`src/rtl/alu_pkg.sv`:
```
// Shared encodings for the pipelined ALU: SELECT opcodes, FSM states and
// a small opcode-classification helper.
package alu_pkg;

    localparam logic [2:0] ALU_FWD = 3'b000;
    localparam logic [2:0] ALU_ADD = 3'b001;
    localparam logic [2:0] ALU_AND = 3'b010;
    localparam logic [2:0] ALU_OR  = 3'b011;
    localparam logic [2:0] ALU_SUB = 3'b100;
    localparam logic [2:0] ALU_SLL = 3'b101;
    localparam logic [2:0] ALU_SRL = 3'b110;
    localparam logic [2:0] ALU_SRA = 3'b111;

    typedef enum logic {
        ST_IDLE  = 1'b0,
        ST_SHIFT = 1'b1
    } state_t;

    function automatic logic is_shift_op(input logic [2:0] sel);
        return (sel == ALU_SLL) || (sel == ALU_SRL) || (sel == ALU_SRA);
    endfunction

endpackage

```
`src/rtl/alu_pipe_if.sv`:
```
// Request/response bundle of the pipelined ALU.
// Optional macro ALU_FLAGS_EN adds the carry and overflow signals.
//
// Handshake: a request transfers on a rising edge where in_valid && in_ready;
// a result transfers on a rising edge where out_valid && out_ready. The
// producer holds valid and its payload stable until the transfer happens.
interface alu_pipe_if #(
    parameter int WIDTH = 8
);
    logic             in_valid;
    logic             in_ready;
    logic [WIDTH-1:0] data1;
    logic [WIDTH-1:0] data2;
    logic [2:0]       select;
    logic             out_valid;
    logic             out_ready;
    logic [WIDTH-1:0] result;
    logic             zero;
`ifdef ALU_FLAGS_EN
    logic             carry;
    logic             overflow;

    modport master (
        output in_valid, data1, data2, select, out_ready,
        input  in_ready, out_valid, result, zero, carry, overflow
    );
    modport slave (
        input  in_valid, data1, data2, select, out_ready,
        output in_ready, out_valid, result, zero, carry, overflow
    );
`else
    modport master (
        output in_valid, data1, data2, select, out_ready,
        input  in_ready, out_valid, result, zero
    );
    modport slave (
        input  in_valid, data1, data2, select, out_ready,
        output in_ready, out_valid, result, zero
    );
`endif
endinterface

```
`src/rtl/alu_shifter.sv`:
```
// Iterative SLL/SRL/SRA unit: shifts by up to SHIFT_STEP bits per cycle.
// done is asserted combinationally in the cycle whose edge finishes the
// shift; result/carry_out are valid while done is high.
module alu_shifter
    import alu_pkg::*;
#(
    parameter int WIDTH      = 8,
    parameter int SHIFT_STEP = 1,
    parameter int AW         = $clog2(WIDTH) + 1
) (
    input  logic             clk,
    input  logic             reset,
    input  logic             start,
    input  logic [2:0]       op,
    input  logic [WIDTH-1:0] value,
    input  logic [AW-1:0]    amount,
    output logic             busy,
    output logic             done,
    output logic [WIDTH-1:0] result,
    output logic             carry_out
);
    localparam logic [AW-1:0] STEP = AW'(SHIFT_STEP);

    logic [WIDTH-1:0] value_q;
    logic [AW-1:0]    rem_q;
    logic [2:0]       op_q;
    logic             busy_q;
    logic [AW-1:0]    step;
    logic [WIDTH:0]   ext;

    // Bits moved this cycle: a full step, or whatever is left.
    assign step = (rem_q > STEP) ? STEP : rem_q;
    assign busy = busy_q;
    assign done = busy_q && (rem_q <= STEP);

    // One step of the shift; the extra bit of ext catches the last bit shifted out.
    always_comb begin
        ext       = '0;
        result    = value_q;
        carry_out = 1'b0;
        case (op_q)
            ALU_SLL: begin
                ext       = {1'b0, value_q} << step;
                result    = ext[WIDTH-1:0];
                carry_out = ext[WIDTH];
            end
            ALU_SRL: begin
                ext       = {value_q, 1'b0} >> step;
                result    = ext[WIDTH:1];
                carry_out = ext[0];
            end
            default: begin
                ext       = $signed({value_q, 1'b0}) >>> step;
                result    = ext[WIDTH:1];
                carry_out = ext[0];
            end
        endcase
    end

    // Latch the operand on start, then advance one step per cycle until done.
    always_ff @(posedge clk) begin
        if (!reset) begin
            busy_q  <= 1'b0;
            value_q <= '0;
            rem_q   <= '0;
            op_q    <= ALU_SLL;
        end else if (start) begin
            busy_q  <= 1'b1;
            value_q <= value;
            rem_q   <= amount;
            op_q    <= op;
        end else if (busy_q) begin
            value_q <= result;
            rem_q   <= rem_q - step;
            if (done) begin
                busy_q <= 1'b0;
            end
        end
    end

endmodule

```
`src/rtl/alu_pipe.sv`:
```
// Handshaked ALU with a registered result. Single-cycle ops load the output
// register on the accept edge; shifts with a non-zero amount go through
// alu_shifter and load when it finishes.
// Optional macro ALU_FLAGS_EN adds registered carry and overflow outputs.
module alu_pipe
    import alu_pkg::*;
#(
    parameter int WIDTH      = 8,
    parameter int SHIFT_STEP = 1
) (
    input  logic  clk,
    input  logic  reset,
    alu_pipe_if.slave bus,
    output state_t dbg_state
);
    localparam int AW = $clog2(WIDTH) + 1;
    localparam logic [AW-1:0] WIDTH_A = AW'(WIDTH);

    state_t           state;
    state_t           state_next;
    logic             in_ready;
    logic             accept;
    logic             shift_start;
    logic             shift_done;
    logic             shift_carry;
    logic             unused_busy;
    logic [WIDTH-1:0] shift_result;
    logic [AW-1:0]    amt_raw;
    logic [AW-1:0]    amt_sat;
    logic [WIDTH:0]   sum_ext;
    logic [WIDTH:0]   diff_ext;
    logic [WIDTH-1:0] fast_result;
    logic             load;
    logic [WIDTH-1:0] load_value;
    logic             out_valid_q;
    logic [WIDTH-1:0] result_q;
    logic             zero_q;

    assign amt_raw     = bus.data2[AW-1:0];
    assign amt_sat     = (amt_raw > WIDTH_A) ? WIDTH_A : amt_raw;
    assign in_ready    = reset && (state == ST_IDLE) && (!out_valid_q || bus.out_ready);
    assign accept      = bus.in_valid && in_ready;
    assign shift_start = accept && is_shift_op(bus.select) && (amt_sat != '0);
    assign sum_ext     = {1'b0, bus.data1} + {1'b0, bus.data2};
    assign diff_ext    = {1'b0, bus.data1} - {1'b0, bus.data2};

    // Output register loads from the fast path on a non-iterative accept,
    // or from the shifter on its final step; the two never coincide.
    assign load       = (accept && !shift_start) || shift_done;
    assign load_value = shift_done ? shift_result : fast_result;

    alu_shifter #(
        .WIDTH      (WIDTH),
        .SHIFT_STEP (SHIFT_STEP),
        .AW         (AW)
    ) u_shifter (
        .clk       (clk),
        .reset     (reset),
        .start     (shift_start),
        .op        (bus.select),
        .value     (bus.data1),
        .amount    (amt_sat),
        .busy      (unused_busy),
        .done      (shift_done),
        .result    (shift_result),
        .carry_out (shift_carry)
    );

    // Single-cycle results; zero-amount shifts fall through to forwarding DATA1.
    always_comb begin
        fast_result = bus.data1;
        case (bus.select)
            ALU_ADD: fast_result = sum_ext[WIDTH-1:0];
            ALU_SUB: fast_result = diff_ext[WIDTH-1:0];
            ALU_AND: fast_result = bus.data1 & bus.data2;
            ALU_OR:  fast_result = bus.data1 | bus.data2;
            default: fast_result = bus.data1;
        endcase
    end

    // FSM state register.
    always_ff @(posedge clk) begin
        if (!reset) begin
            state <= ST_IDLE;
        end else begin
            state <= state_next;
        end
    end

    // FSM next state: enter SHIFT on an iterative accept, leave when the shifter finishes.
    always_comb begin
        state_next = state;
        case (state)
            ST_IDLE:  if (shift_start) state_next = ST_SHIFT;
            ST_SHIFT: if (shift_done)  state_next = ST_IDLE;
            default:  state_next = ST_IDLE;
        endcase
    end

    // Output register: hold until consumed, reload whenever a new result is ready.
    always_ff @(posedge clk) begin
        if (!reset) begin
            out_valid_q <= 1'b0;
            result_q    <= '0;
            zero_q      <= 1'b1;
        end else if (load) begin
            out_valid_q <= 1'b1;
            result_q    <= load_value;
            zero_q      <= (load_value == '0);
        end else if (bus.out_ready) begin
            out_valid_q <= 1'b0;
        end
    end

`ifdef ALU_FLAGS_EN
    logic fast_carry;
    logic fast_ovf;
    logic carry_q;
    logic ovf_q;

    // Carry/overflow for ADD and SUB; every other single-cycle op clears both.
    always_comb begin
        fast_carry = 1'b0;
        fast_ovf   = 1'b0;
        case (bus.select)
            ALU_ADD: begin
                fast_carry = sum_ext[WIDTH];
                fast_ovf   = (bus.data1[WIDTH-1] == bus.data2[WIDTH-1]) &&
                             (sum_ext[WIDTH-1] != bus.data1[WIDTH-1]);
            end
            ALU_SUB: begin
                fast_carry = ~diff_ext[WIDTH];
                fast_ovf   = (bus.data1[WIDTH-1] != bus.data2[WIDTH-1]) &&
                             (diff_ext[WIDTH-1] != bus.data1[WIDTH-1]);
            end
            default: begin
                fast_carry = 1'b0;
                fast_ovf   = 1'b0;
            end
        endcase
    end

    // Flags load and hold in lockstep with the result register.
    always_ff @(posedge clk) begin
        if (!reset) begin
            carry_q <= 1'b0;
            ovf_q   <= 1'b0;
        end else if (load) begin
            carry_q <= shift_done ? shift_carry : fast_carry;
            ovf_q   <= shift_done ? 1'b0 : fast_ovf;
        end
    end

    assign bus.carry    = carry_q;
    assign bus.overflow = ovf_q;
`else
    logic unused_flags;
    assign unused_flags = ^{sum_ext[WIDTH], diff_ext[WIDTH], shift_carry};
`endif

    assign bus.in_ready  = in_ready;
    assign bus.out_valid = out_valid_q;
    assign bus.result    = result_q;
    assign bus.zero      = zero_q;
    assign dbg_state     = state;

endmodule

```
`src/flat_wrapper.sv`:
```
// flat-port wrapper written by rule: the top's interface ports become plain ports
module alu_pipe_flat import alu_pkg::*;
#(
    parameter int WIDTH      = 8,
    parameter int SHIFT_STEP = 1
)
  (clk, reset, dbg_state, bus_in_valid, bus_data1, bus_data2, bus_select, bus_out_ready, bus_in_ready, bus_out_valid, bus_result, bus_zero);
  alu_pipe_if #(.WIDTH(WIDTH)) bus_i ();
  input  logic clk;
  input  logic reset;
  output state_t dbg_state;
  input wire logic [$bits(bus_i.in_valid)-1:0] bus_in_valid;
  input wire logic [$bits(bus_i.data1)-1:0] bus_data1;
  input wire logic [$bits(bus_i.data2)-1:0] bus_data2;
  input wire logic [$bits(bus_i.select)-1:0] bus_select;
  input wire logic [$bits(bus_i.out_ready)-1:0] bus_out_ready;
  output wire logic [$bits(bus_i.in_ready)-1:0] bus_in_ready;
  output wire logic [$bits(bus_i.out_valid)-1:0] bus_out_valid;
  output wire logic [$bits(bus_i.result)-1:0] bus_result;
  output wire logic [$bits(bus_i.zero)-1:0] bus_zero;
  assign bus_i.in_valid = bus_in_valid;
  assign bus_i.data1 = bus_data1;
  assign bus_i.data2 = bus_data2;
  assign bus_i.select = bus_select;
  assign bus_i.out_ready = bus_out_ready;
  assign bus_in_ready = bus_i.in_ready;
  assign bus_out_valid = bus_i.out_valid;
  assign bus_result = bus_i.result;
  assign bus_zero = bus_i.zero;
  alu_pipe #(.WIDTH(WIDTH), .SHIFT_STEP(SHIFT_STEP)) u_core (.clk(clk), .reset(reset), .bus(bus_i), .dbg_state(dbg_state));
endmodule
```
`config.mk`:
```
export PLATFORM = sky130hd
export DESIGN_NAME = alu_pipe_flat
export DESIGN_NICKNAME = d
export VERILOG_FILES = /design/src/rtl/alu_pkg.sv /design/src/rtl/alu_pipe_if.sv /design/src/rtl/alu_shifter.sv /design/src/rtl/alu_pipe.sv /design/src/flat_wrapper.sv
export SDC_FILE = /design/constraint.sdc
export NUM_CORES = 1
export LEC_CHECK = 0
export ABC_CLOCK_PERIOD_IN_PS = 5900
export BUFFER_PORTS_ARGS = -buffer_cell sky130_fd_sc_hd__buf_2
export CAP_MARGIN = 20
export CORE_ASPECT_RATIO = 0.8
export CORE_MARGIN = 1.5
export CORE_UTILIZATION = 40
export DETAILED_ROUTE_END_ITERATION = 16
export GPL_TIMING_DRIVEN = 0
export PLACE_DENSITY = 0.57
export SYNTH_ARGS = -nofsm -noshare
export SYNTH_HDL_FRONTEND = slang
export SYNTH_SLANG_ARGS = --single-unit
```
`constraint.sdc`:
```
create_clock -name clk -period 5.9 [get_ports clk]
set_clock_uncertainty 0.2 [all_clocks]
set_input_delay 0.59 -clock clk [delete_from_list [all_inputs] [get_ports clk]]
set_output_delay 0.59 -clock clk [all_outputs]
set_load 0.005 [all_outputs]
```
# Word level (Yosys, flattened, before mapping)
# Index checks and enable logic that the tools add are counted.
# totals
reg_bits	27
in_bits	23
output_inout_bits	12
wordCells	62
# classes
add_sub_neg	3
order_cmp	3
eq_ne	9
shift	3
muxes	16
bitwise	3
n_reduce_logical	17
# op_table
cell	count
$pmux W8 S4	1
$mux W8	3
$eq A3 B3 Y1 const B	6
$mux W4	4
$pmux W8 S2	1
$shr A9 B4 Y9	1
$sshr A9 B4 Y9	1
$add A8 B8 Y8	1
$and A8 B8 Y8	1
$logic_not A8 Y1	1
$or A8 B8 Y8	1
$shl A8 B4 Y8	1
$sub A8 B8 Y8	1
$logic_and A1 B1 Y1	7
$eq A3 B2 Y1 const B	2
$mux W1	6
$gt A4 B1 Y1 const B	1
$gt A4 B4 Y1 const B	1
$le A4 B1 Y1 const B	1
$logic_or A1 B1 Y1	4
$reduce_bool A2 Y1	2
$reduce_bool A4 Y1	1
$sub A4 B4 Y4	1
$eq A3 B1 Y1 const B	1
3 further kinds	4

# Longest topological paths before layout
# logic_depth
word_depth	10
depth_mapped	13
ltp_nobuf	12

# Cells and area by module
# A second synthesis with hierarchy kept.
# hier_totals
hier_cells	303
area_unflattened_um2	2313.5
# by_module_without_submodules
mod	instances	cells_per_inst	area_each_um2	seq_area_each_um2
alu_pipe	1	181	1326.3	220.2
alu_shifter	1	122	987.2	320.3

# Worst setup path before layout
# Ideal clock, no wire load.
# synth_timing
path_type	input-to-reg
start	input bus_select[0]
end	register u_core.zero_q, in the netlist u_core.bus.zero
setup_ns	0.069
arrival_time_ns	3.084
slack_ns	2.547
stages	13
n_path_buf	1
path_cell_list	or3b_1 buf_4 nor2_1 a21o_1 inv_1 ha_1 nor2b_1 o21a_1 or3_1 a311oi_2 a31oi_1 or3_1 o21ai_1
# synth_via
elab_chain_cells	8
word_cells_on_any_way	17
# synth_rtl
element	line_no	rtl
start: declaration	flat_wrapper.sv:15	input wire logic [$bits(bus_i.select)-1:0] bus_select;
branches (longest 8 deep; another with $pmux W8 S4)	--	
end signal: assignment	alu_pipe.sv:109	zero_q <= (load_value == '0);
end: declaration	alu_pipe.sv:37	logic zero_q;
# Parallel ways; which one is timed is not known.
# A chain may end at the register's enable or synchronous reset.

# Worst setup path in the final report
# layout_timing
start	input bus_select[2]
end	register u_core.zero_q, in the netlist u_core.bus.zero
# The elaborated chain is that of the path after synthesis.

==> summary.txt <==
CLOCK NETWORK
--------------------------------------------------------------------------------------------------------
Setup Fix Bufs, Post-CTS ..................................................................            0
Inserted Clock Buffers ....................................................................            3
Post-CTS clock slew at the launch and capture registers of the worst setup and hold paths .      0.08 ns
Number of resized instances in the post-cts repair step ...................................            0
CTS Buffer Depth ..........................................................................            2
Level count of the clock H-tree ...........................................................            1
Clock root buffer ......................................................................... sky130_fd_sc_hd__clkbuf_8
Clock tree from TritonCTS .................................................................         done
Worst-skew pair later-pin latency .........................................................      0.28 ns
Hold bufs inserted after CTS ..............................................................            0
Clock sinks ...............................................................................           27

FLOORPLAN
--------------------------------------------------------------------------------------------------------
Floorplan die height ......................................................................      70.9 um
Num rows ..................................................................................           24
Core Footprint ............................................................................    5500 um^2
Total Die Area ............................................................................    6230 um^2
Floorplan die width .......................................................................      87.9 um
Initial standard-cell utilization of the core .............................................        42.0%
Ports .....................................................................................           35

LOGIC SYNTHESIS
--------------------------------------------------------------------------------------------------------
Syn Std Cell Area .........................................................................    2310 um^2
Most numerous cell types in the synthesized netlist ....................................... 34 x sky130_fd_sc_hd__a21oi_1, 29 x sky130_fd_sc_hd__nand2_1, 27 x sky130_fd_sc_hd__dfxtp_1, 27 x sky130_fd_sc_hd__nor2_1, 20 x sky130_fd_sc_hd__o21ai_0
Largest family of logic cells by synthesized area ......................................... compound AO/OA/AOI/OAI gates
Post-synth top area share .................................................................        23.4%
Area fraction in and, or, nand and nor cells after synthesis ..............................        24.4%
Total nets after synthesis ................................................................          341
Main flop type after synthesis ............................................................ sky130_fd_sc_hd__dfxtp_1
Total number of yosys warnings ............................................................            0
Post-synthesis sequential area ratio ......................................................        23.4%
Compound-Gate Fraction of Synth Area ......................................................        29.7%
Gate Count Post-Synth .....................................................................          305
Adder-cell area share of the yosys netlist ................................................        7.38%
Mean instance size in the synthesized netlist .............................................    7.56 um^2
Most numerous cell in the Yosys netlist ................................................... sky130_fd_sc_hd__a21oi_1
Xor-xnor portion of the synthesized cell area .............................................        4.94%
Top cells by area in the synthesized netlist .............................................. sky130_fd_sc_hd__dfxtp_1 23%, sky130_fd_sc_hd__a21oi_1 7.4%, sky130_fd_sc_hd__ha_1 6.5%, sky130_fd_sc_hd__mux2i_1 4.8%, sky130_fd_sc_hd__nand2_1 4.7%
Post-synthesis cell type with the largest combined area ................................... sky130_fd_sc_hd__dfxtp_1
Number of library cell types mapped by synthesis ..........................................           54
Count of state elements after synthesis ...................................................           27
Post-synth EDFFs ..........................................................................            0
Async set-or-reset flop fraction in the synthesized netlist ...............................           0%
Share of synthesized area spent on multiplexers ...........................................        4.77%

STATUS
--------------------------------------------------------------------------------------------------------
Run status ................................................................................    completed

DRT
--------------------------------------------------------------------------------------------------------
DR vias ...................................................................................         2363
Vias per std cell .........................................................................         5.63
Per-cell routed wire length ...............................................................      16.4 um
Router iterations before antenna repair ...................................................            4
Detail Route Antenna Nets .................................................................            0
Final routed DRC violation total ..........................................................            0
Iter 0 DRT Violations .....................................................................          176
Post-Route WL .............................................................................      6870 um

PLACED DESIGN
--------------------------------------------------------------------------------------------------------
Half-perimeter wire length of the detailed placement result ...............................      5310 um
Port Buffers ..............................................................................           32
Post-placement worst setup slack ..........................................................      2.15 ns
Global placer's final weighted congestion .................................................        0.863

TIMING
--------------------------------------------------------------------------------------------------------
Min Hold Slack ............................................................................     0.256 ns
Final worst path period need ..............................................................      3.44 ns
Period utilization ........................................................................        58.4%
Final setup TNS ...........................................................................         0 ns
Setup repair after global routing missed its margin .......................................        false
Setup slack after layout ..................................................................      2.46 ns
Final hold viol count .....................................................................            0
Maximum frequency from static timing analysis .............................................      290 MHz
Final setup violation count ...............................................................            0
Count of final max-slew check failures ....................................................            0
Rel. slew slack ...........................................................................        34.8%
Slew @ Worst Pin ..........................................................................     0.975 ns

POWER AND IR DROP
--------------------------------------------------------------------------------------------------------
Int Pwr ...................................................................................   0.000314 W
Sum of internal, switching and leakage power ..............................................   0.000487 W
Reg power frac ............................................................................        41.2%
Power share of the combinational group ....................................................        36.7%
Peak supply drop ..........................................................................   0.000105 V
Switching portion of total power ..........................................................        35.6%
Pwr/cell area .............................................................................  186 nW/um^2
Clock share of power ......................................................................        22.1%
Net switching power .......................................................................   0.000173 W
Leakage power of the design ...............................................................      1.02 nW

WORST SETUP PATH
--------------------------------------------------------------------------------------------------------
Reg2Reg Capture Point ..................................................................... u_core.bus.result[6]$_SDFFE_PN0P_
Largest driver fanout on the critical path ................................................           10
Worst setup path endpoint ................................................................. u_core.bus.zero$_SDFFE_PN1P_
Logic depth of the worst register-to-register path ........................................            7
Critical Setup Path Class .................................................................    in -> reg
Worst R2R Setup Slack .....................................................................      3.20 ns
Setup crit end kind .......................................................................         flop
Worst Setup SP ............................................................................ bus_select[2]
Required time worst endpoint ..............................................................      5.91 ns
Source of the worst register-to-register timing path ...................................... u_core.u_shifter.rem_q[2]$_SDFFE_PN0P_
Crit path launch type .....................................................................    input pin
Worst endpoint data arrival time ..........................................................      3.45 ns

LAYOUT
--------------------------------------------------------------------------------------------------------
Antenna cells .............................................................................            0
Layout-stage area growth over the synthesis result ........................................        13.5%
Post-layout net count .....................................................................          379
Layout cell share with drive strength beyond 1 ............................................        16.1%

GLOBAL ROUTING
--------------------------------------------------------------------------------------------------------
Via count of the first global-routing pass ................................................         2136
Total routing usage reported by global routing ............................................        23.2%
Overall overflow remaining after global route .............................................            0
Pin count of the biggest net entering global routing ......................................           16
First-pass GRT wire length ................................................................     11200 um
Number of antenna violations at the first check in global routing .........................            0

JOB
--------------------------------------------------------------------------------------------------------
Number of violations of the max-capacitance limit .........................................            0

WORST HOLD PATH
--------------------------------------------------------------------------------------------------------
Worst min-delay path class ................................................................   reg -> reg

through the flow:
step / util [%] / cell area (um^2) / instances
after floorplan: - / 2310 / 305
after global placement: 46.7 / 2560 / 415
after detailed placement: 46.7 / 2560 / 415
after CTS: 47.5 / 2610 / 419
after global routing: 47.6 / 2620 / 420
final: 47.6 / 2620 / 420
sequential cells by signal, summed over array words and instances, names as in the netlist:
name	cells
u_core.bus.zero	1
u_core.u_shifter.busy	1
u_core.u_shifter.rem_q	4
u_core.u_shifter.op_q	3
u_core.dbg_state	1
u_core.bus.out_valid	1
u_core.bus.result	8
u_core.u_shifter.value_q	8
worst max-delay path: stages:
cell                       delay (ns)
sky130_fd_sc_hd__buf_2           0.13
sky130_fd_sc_hd__buf_2           0.21
sky130_fd_sc_hd__nor3b_1         0.48
sky130_fd_sc_hd__nor2_1          0.11
sky130_fd_sc_hd__xnor2_1         0.15
sky130_fd_sc_hd__ha_1            0.33
sky130_fd_sc_hd__o21a_1          0.13
sky130_fd_sc_hd__or3_1           0.32
sky130_fd_sc_hd__a311oi_2        0.34
sky130_fd_sc_hd__a31oi_1         0.12
sky130_fd_sc_hd__or3_1           0.40
sky130_fd_sc_hd__o21ai_1         0.14
cell type report:
cell class / count / area (um^2)
clock buffer: 3 / 41.3
sequential: 27 / 541
clock inverter: 1 / 5.00
buffer: 18 / 78.8
inverter: 12 / 45.0
tap: 78 / 97.6
timing repair buffer: 33 / 168
multi-input combinational: 248 / 1640
fill: 592 / 2880
how the worst min path moves through the flow:
stage                                           start                           endpoint  cells past startpoint
floorplan           u_core.bus.result[2]$_SDFFE_PN0P_  u_core.bus.result[2]$_SDFFE_PN0P_                      2
global placement    u_core.bus.result[2]$_SDFFE_PN0P_  u_core.bus.result[2]$_SDFFE_PN0P_                      2
detailed placement  u_core.bus.result[2]$_SDFFE_PN0P_  u_core.bus.result[2]$_SDFFE_PN0P_                      2
CTS                 u_core.bus.result[2]$_SDFFE_PN0P_  u_core.bus.result[2]$_SDFFE_PN0P_                      2
global route        u_core.bus.result[2]$_SDFFE_PN0P_  u_core.bus.result[2]$_SDFFE_PN0P_                      2
finish              u_core.bus.result[2]$_SDFFE_PN0P_  u_core.bus.result[2]$_SDFFE_PN0P_                      2
per-layer routing:
| metal | routed length [um] | GRT usage [%] | part of all wire [%] | vias to the layer above |
|---|---|---|---|---|
| met3 | 392 | 3.27 | 5.7 | 11 |
| met4 | 78 | 4.94 | 1.1 | 0 |
| li1 | - | - | - | 1197 |
| met5 | 0 | 0 | 0 | - |
| met2 | 3020 | 33.8 | 44 | 68 |
| met1 | 3380 | 35.9 | 49 | 1087 |
placed cells by master, fill, tap and decap left out, types with 3 or more instances in the layout:
cell / count
sky130_fd_sc_hd__nor2_1: 27
sky130_fd_sc_hd__clkbuf_1: 12
sky130_fd_sc_hd__nand3b_1: 5
sky130_fd_sc_hd__dfxtp_1: 27
sky130_fd_sc_hd__o211ai_1: 3
sky130_fd_sc_hd__clkbuf_8: 3
sky130_fd_sc_hd__a31oi_1: 5
sky130_fd_sc_hd__nand2_1: 29
sky130_fd_sc_hd__xnor2_1: 8
sky130_fd_sc_hd__o21ai_0: 20
sky130_fd_sc_hd__nor4_1: 3
sky130_fd_sc_hd__buf_2: 34
sky130_fd_sc_hd__nand2b_1: 7
sky130_fd_sc_hd__nor3_1: 7
sky130_fd_sc_hd__or3b_2: 3
sky130_fd_sc_hd__ha_1: 12
sky130_fd_sc_hd__a311oi_1: 3
sky130_fd_sc_hd__nor2b_1: 3
sky130_fd_sc_hd__nand3_1: 5
sky130_fd_sc_hd__mux2i_1: 11
sky130_fd_sc_hd__a211oi_1: 10
sky130_fd_sc_hd__inv_1: 12
sky130_fd_sc_hd__a21oi_1: 34
sky130_fd_sc_hd__or3_1: 4
sky130_fd_sc_hd__o221ai_1: 3
sky130_fd_sc_hd__o211a_1: 3
sky130_fd_sc_hd__a21o_1: 3
sky130_fd_sc_hd__or2_2: 3
sky130_fd_sc_hd__xor2_1: 5
cells by family (layout without fill, tap and decap cells):
family | after synthesis | count (layout)
multiplexers | 11 | 11
XOR/XNOR | 13 | 13
AND/OR/NAND/NOR | 108 | 108
AO/OA/AOI/OAI | 103 | 103
buffers and inverters | 30 | 67
flip-flops | 27 | 27
adder cells (fa/ha/maj) | 13 | 13
power by group through the flow:
stage | clock (W) | sequential, W | combinational, W
after floorplan | 0 | 0.000204 | 0.000124
after global placement | 0 | 0.000205 | 0.000176
after detailed placement | 0 | 0.000205 | 0.000177
after CTS | 0.000110 | 0.000201 | 0.000178
after global routing | 0.000120 | 0.000203 | 0.000200
final | 0.000108 | 0.000201 | 0.000179
No activity file was read; power rests on OpenSTA's default activity.
